==> src/rtl/niski_io_pkg.sv <==
// Shared types and default timing constants for the board push-button input path.
package niski_io_pkg;

    typedef enum logic [1:0] {
        IDLE,
        DELAY,
        REPEAT
    } repeat_state_t;

    localparam int BTN_DEBOUNCE_CYCLES = 4;
    localparam int BTN_REPEAT_DELAY    = 20;
    localparam int BTN_REPEAT_PERIOD   = 8;

    function automatic int max_int(input int a, input int b);
        return (a > b) ? a : b;
    endfunction

endpackage

==> src/rtl/button_conditioner_channel.sv <==
// One button channel: 2-FF synchroniser, debounce counter and hold-to-repeat FSM.
module button_channel
    import niski_io_pkg::*;
#(
    parameter bit ACTIVE_LOW      = 1'b1,
    parameter int DEBOUNCE_CYCLES = BTN_DEBOUNCE_CYCLES,
    parameter int REPEAT_DELAY    = BTN_REPEAT_DELAY,
    parameter int REPEAT_PERIOD   = BTN_REPEAT_PERIOD
) (
    input  logic clk_i,
    input  logic rst_ni,
    input  logic pin_i,
    input  logic repeat_en_i,
    output logic pressed_o,
    output logic press_pulse_o,
    output logic release_pulse_o,
    output logic repeat_pulse_o
);

    localparam int DB_W = $clog2(DEBOUNCE_CYCLES + 1);
    localparam int RP_W = $clog2(max_int(REPEAT_DELAY, REPEAT_PERIOD) + 1);

    localparam logic [DB_W-1:0] DB_LAST   = DB_W'(DEBOUNCE_CYCLES - 1);
    localparam logic [DB_W-1:0] DB_ONE    = DB_W'(1);
    localparam logic [RP_W-1:0] RP_DELAY  = RP_W'(REPEAT_DELAY);
    localparam logic [RP_W-1:0] RP_PERIOD = RP_W'(REPEAT_PERIOD);
    localparam logic [RP_W-1:0] RP_ONE    = RP_W'(1);

    logic            s1_q, s2_q;
    logic            act;
    logic [DB_W-1:0] db_cnt_q, db_cnt_d;
    logic            pressed_q, pressed_d;
    logic            press_evt, release_evt;
    logic            press_pulse_q, release_pulse_q;
    logic            repeat_pulse_q, repeat_pulse_d;
    repeat_state_t   state_q, state_d;
    logic [RP_W-1:0] rp_cnt_q, rp_cnt_d;

    // Synchroniser idles at the inactive pin level so reset never looks like a press.
    always_ff @(posedge clk_i or negedge rst_ni) begin
        if (!rst_ni) begin
            s1_q <= ACTIVE_LOW;
            s2_q <= ACTIVE_LOW;
        end else begin
            s1_q <= pin_i;
            s2_q <= s1_q;
        end
    end

    assign act = s2_q ^ ACTIVE_LOW;

    always_comb begin
        db_cnt_d    = db_cnt_q;
        pressed_d   = pressed_q;
        press_evt   = 1'b0;
        release_evt = 1'b0;
        if (act == pressed_q) begin
            db_cnt_d = '0;
        end else if (db_cnt_q == DB_LAST) begin
            db_cnt_d    = '0;
            pressed_d   = ~pressed_q;
            press_evt   = ~pressed_q;
            release_evt = pressed_q;
        end else begin
            db_cnt_d = db_cnt_q + DB_ONE;
        end
    end

    // A release, or dropping the enable, always beats a repeat that falls due.
    always_comb begin
        state_d        = state_q;
        rp_cnt_d       = rp_cnt_q;
        repeat_pulse_d = 1'b0;
        case (state_q)
            IDLE: begin
                if (repeat_en_i && (press_evt || (pressed_q && !release_evt))) begin
                    state_d  = DELAY;
                    rp_cnt_d = RP_ONE;
                end
            end
            DELAY, REPEAT: begin
                if (release_evt || !repeat_en_i) begin
                    state_d  = IDLE;
                    rp_cnt_d = '0;
                end else if (rp_cnt_q == ((state_q == DELAY) ? RP_DELAY : RP_PERIOD)) begin
                    state_d        = REPEAT;
                    rp_cnt_d       = RP_ONE;
                    repeat_pulse_d = 1'b1;
                end else begin
                    rp_cnt_d = rp_cnt_q + RP_ONE;
                end
            end
            default: begin
                state_d  = IDLE;
                rp_cnt_d = '0;
            end
        endcase
    end

    always_ff @(posedge clk_i or negedge rst_ni) begin
        if (!rst_ni) begin
            db_cnt_q        <= '0;
            pressed_q       <= 1'b0;
            press_pulse_q   <= 1'b0;
            release_pulse_q <= 1'b0;
            repeat_pulse_q  <= 1'b0;
            state_q         <= IDLE;
            rp_cnt_q        <= '0;
        end else begin
            db_cnt_q        <= db_cnt_d;
            pressed_q       <= pressed_d;
            press_pulse_q   <= press_evt;
            release_pulse_q <= release_evt;
            repeat_pulse_q  <= repeat_pulse_d;
            state_q         <= state_d;
            rp_cnt_q        <= rp_cnt_d;
        end
    end

    assign pressed_o       = pressed_q;
    assign press_pulse_o   = press_pulse_q;
    assign release_pulse_o = release_pulse_q;
    assign repeat_pulse_o  = repeat_pulse_q;

endmodule

==> src/rtl/button_conditioner.sv <==
// N-channel push-button conditioner: one independent button_channel per pin.
module button_conditioner
    import niski_io_pkg::*;
#(
    parameter int CHANNELS        = 5,
    parameter bit ACTIVE_LOW      = 1'b1,
    parameter int DEBOUNCE_CYCLES = BTN_DEBOUNCE_CYCLES,
    parameter int REPEAT_DELAY    = BTN_REPEAT_DELAY,
    parameter int REPEAT_PERIOD   = BTN_REPEAT_PERIOD
) (
    input  logic                clk,
    input  logic                rst_n,
    input  logic [CHANNELS-1:0] btn_pins,
    input  logic [CHANNELS-1:0] repeat_en,
    output logic [CHANNELS-1:0] pressed,
    output logic [CHANNELS-1:0] press_pulse,
    output logic [CHANNELS-1:0] release_pulse,
    output logic [CHANNELS-1:0] repeat_pulse
);

    for (genvar i = 0; i < CHANNELS; i++) begin : g_chan
        button_channel #(
            .ACTIVE_LOW     (ACTIVE_LOW),
            .DEBOUNCE_CYCLES(DEBOUNCE_CYCLES),
            .REPEAT_DELAY   (REPEAT_DELAY),
            .REPEAT_PERIOD  (REPEAT_PERIOD)
        ) u_chan (
            .clk_i          (clk),
            .rst_ni         (rst_n),
            .pin_i          (btn_pins[i]),
            .repeat_en_i    (repeat_en[i]),
            .pressed_o      (pressed[i]),
            .press_pulse_o  (press_pulse[i]),
            .release_pulse_o(release_pulse[i]),
            .repeat_pulse_o (repeat_pulse[i])
        );
    end

endmodule

==> config.mk <==
export PLATFORM = sky130hd
export DESIGN_NAME = button_conditioner
export DESIGN_NICKNAME = d
export VERILOG_FILES = /design/src/rtl/niski_io_pkg.sv /design/src/rtl/button_conditioner_channel.sv /design/src/rtl/button_conditioner.sv
export SDC_FILE = /design/constraint.sdc
export NUM_CORES = 1
export LEC_CHECK = 0
export CORE_ASPECT_RATIO = 0.8
export CORE_MARGIN = 2
export CORE_UTILIZATION = 50
export CTS_BUF_LIST = sky130_fd_sc_hd__clkbuf_8
export CTS_CLUSTER_SIZE = 12
export DETAILED_ROUTE_END_ITERATION = 8
export MAX_ROUTING_LAYER = met4
export PLACE_DENSITY = 0.72
export SYNTH_ARGS = -nofsm -noshare
export SYNTH_HDL_FRONTEND = slang
export SYNTH_SLANG_ARGS = --single-unit
export TNS_END_PERCENT = 5
==> constraint.sdc <==
create_clock -name clk -period 1.79 [get_ports clk]
set_clock_uncertainty 0.2 [all_clocks]
set_input_delay 0.4475 -clock clk [delete_from_list [all_inputs] [get_ports clk]]
set_output_delay 0.4475 -clock clk [all_outputs]
set_load 0.02 [all_outputs]
==> results.yml, run 1 <==
synth:
  synth_top_cell_by_area: "dfrtp_1"
  seq_area_frac_synth_pct: 46.3
  synthArstFlopShare_pct: 100
  yosys_warnings: 0
  yosysTopAreaCellShare_pct: 40.2
  synth_nets: 425
  synth_compound_area_share_pct: 15.5
  synth_area_leaders: "dfrtp_1 40%, ha_1 9.2%, dfstp_2 6.0%, buf_4 3.4%, inv_1 2.7%"
  synth-simple-area-share_pct: 20.8
  ys_seq_elements: 80
  synth_mux_area_share_pct: 0.604
  synth-edff-count: 0
  ys_top_cells_by_count: "70 x dfrtp_1, 32 x ha_1, 31 x inv_1"
  syn_area_per_cell_um2: 11.4
  synth_area_um2: 4350
  synth_top_family_by_area: "simple AND/OR/NAND/NOR gates"
  synth_fa_ha_area_share_pct: 9.20
  synth.most_common_cell: "dfrtp_1"
  synthXorXnorAreaFrac_pct: 1.01
  synthCells: 381
  ys_types: 67
  synth_ff_type: "dfrtp_1"
die:
  fp.dieH_um: 87.5
  core_area_um2: 8480
  start_util_pct: 51.3
  die_x_um: 108
  rows: 30
  die_area_um2: 9470
  pin_count: 32
layout:
  fin_util_pct: 65.3
  nets: 504
  diodes: 0
  fill_cells: 674
  drive_above_1_share_pct: 34.0
  area_growth_pct: 27.3
  final_cells: 577
  fin_area_um2: 5540
clocking:
  clk_latency_ns: 0.36
  cts.sinks: 80
  cts_buffers: 9
  ctsRootBufferMaster: "clkbuf_8"
  cts.clk_slew.worst_paths_ns: 0.08
  cts_tree: "yes"
  htree_levels: 3
  cts_max_path_buffers: 2
global_route:
  grt_start_max_net_pins: 49
  grt_pass1_wl_um: 14400
  grt_usage_pct: 20.1
  grt_pass1_vias: 3161
  antenna_found_initial: 0
  globalRouteOverflowTotal: 0
critical_path:
  worst_path_largest_cell_delay_ns: 0.45
  crit_buf_inv: 0
  critPathRequiredTime_ns: 1.83
  crit_chain: "ha_4 -> and4b_2 -> o21a_4 -> o21ai_4 -> mux2_4"
  crit_path_start_kind: "flop"
  startpoint: "g_chan[1].u_chan.state_q[0]"
  cp_top_family: "flip-flops"
  end_kind: "flop"
  critical_path_class: "flop to flop"
  crit_slowest_cell: "dfrtp_2"
  crit_fanout: 4
  r2r_start: "g_chan[1].u_chan.state_q[0]"
  cp.arrival_ns: 1.93
timing:
  slew_viol_final: 0
  max_freq_mhz: 528
  min_period_ns: 1.90
  worstMarginPinSlew_ns: 0.438
  postLayoutSetupSlackWorst_ns: -0.105
  rsz0062_at_grt: "true"
  finalCritPeriodShare_pct: 106
  hold_viol: 0
  setup-violations-final: 13
  slew-limit-headroom_pct: 70.6
  tns_ns: -0.496
  worst_hold_slack_ns: 0.158
pwr:
  max-vdd-ir-drop_v: 0.000739
  power_mw: 7.12
  power.density_nw_per_um2: 1280
  p_leak_nw: 2.53
placed_design:
  place_hpwl_um: 5840
  place_congestion: 0.838
  io_buffers: 31
  dpl.cell_count: 556
  dp_worst_setup_slack_ns: -0.394
  dpl_cell_area_um2: 5070
worst_hold_path:
  hp-start: "g_chan[4].u_chan.s1_q"
  hold_class: "flop to flop"
detailed_routing:
  post_drt_wl_per_cell_um: 14.6
  ant_nets: 0
  drt_iter0_drc: 162
  wl_um: 8440
  vias: 3109
  viasPerCell: 5.39
  firstDrtPassIters: 4
  route.detailed.drc: 0
job:
  cap_violations: 0
status:
  violations: "setup timing"
  outcome: "finished, violations left"
-- worst paths after layout --
kind                            cells past startpoint                              end  slack (ns)
worst max-delay path                                5      g_chan[1].u_chan.state_q[0]       -0.11
worst min-delay path                                0            g_chan[4].u_chan.s2_q        0.16
worst max register to register                      5      g_chan[1].u_chan.state_q[0]       -0.11
worst min register to register                      0            g_chan[4].u_chan.s2_q        0.16
max in group asynchronous                           3            g_chan[1].u_chan.s1_q        0.55
min in group asynchronous                           2  g_chan[3].u_chan.repeat_pulse_o        0.28
-- flip-flops by register name, indices dropped and copies added (netlist names) --
signal	cells
g_chan.u_chan.rp_cnt_q	25
g_chan.u_chan.db_cnt_q	15
g_chan.u_chan.state_q	10
g_chan.u_chan.press_pulse_o	5
g_chan.u_chan.pressed_o	5
g_chan.u_chan.release_pulse_o	5
g_chan.u_chan.repeat_pulse_o	5
g_chan.u_chan.s1_q	5
g_chan.u_chan.s2_q	5
-- report_power, final --
part | internal [mW] | switching, mW | total [mW]
combinational | 1.48 | 1.49 | 2.97
clock | 0.960 | 0.657 | 1.62
sequential | 2.17 | 0.358 | 2.53
-- placed cells by master, fill, tap and decap left out, drive strengths merged, types with 4 or more instances in the layout --
cell,instances
xor2,5
o21ai,18
and4b,10
nand3,13
nor3b,10
o31ai,4
buf,60
nor4b,6
nor2,12
a32oi,4
o221a,5
a21oi,14
and3,6
o41ai,4
nand4,4
nand2b,8
dlygate4sd2,16
dfrtp,70
nor3,12
clkbuf,13
inv,32
o22ai,4
a311o,4
dfstp,10
nor2b,6
clkdlybuf4s50,10
a311oi,4
nand2,24
ha,32
o21a,4
or2,4
-- repair_timing --
item / in CTS / in global routing
hold buffers: 1 / 0
gates resized for setup: 35 / 41
buffers inserted: 0 / 4
hold endpoints to repair: 13 / 0
pin swaps: 6 / 31
setup endpoints to repair: 49 / 38
-- routing by layer --
metal	vias up	global-route usage, %	wire [um]
li1	1535	-	-
met1	1514	25.0	3970
met2	50	32.6	4090
met3	10	4.94	265
met4	0	6.29	114
met5	-	-	0
-- cell families (layout without fill, tap and decap cells) --
kind of cell,Yosys count,after routing
AND/OR/NAND/NOR,127,127
flip-flops,80,80
multiplexers,2,2
AO/OA/AOI/OAI,81,81
adder cells (fa/ha/maj),32,32
XOR/XNOR,5,5
buffers and inverters,54,138
-- cell type report --
class	count	area, um2	share of cell area, %
tap	112	140	2.53
clock inverter	6	108	1.94
multi-input combinational	247	2280	41.2
sequential	80	2020	36.4
inverter	31	116	2.10
clock buffer	10	138	2.48
timing repair buffer	91	742	13.4
Power figures use the tool's default switching activity.
==> run 2, diff against run 1 <==
--- a/config.mk
+++ b/config.mk
@@ -9,7 +9,6 @@
 export CORE_MARGIN = 2
 export CORE_UTILIZATION = 50
 export CTS_BUF_LIST = sky130_fd_sc_hd__clkbuf_8
-export CTS_CLUSTER_SIZE = 12
 export DETAILED_ROUTE_END_ITERATION = 8
 export MAX_ROUTING_LAYER = met4
 export PLACE_DENSITY = 0.72
==> results of run 2 <==
The final DEF is identical to that of run 1; final timing and power are the same.
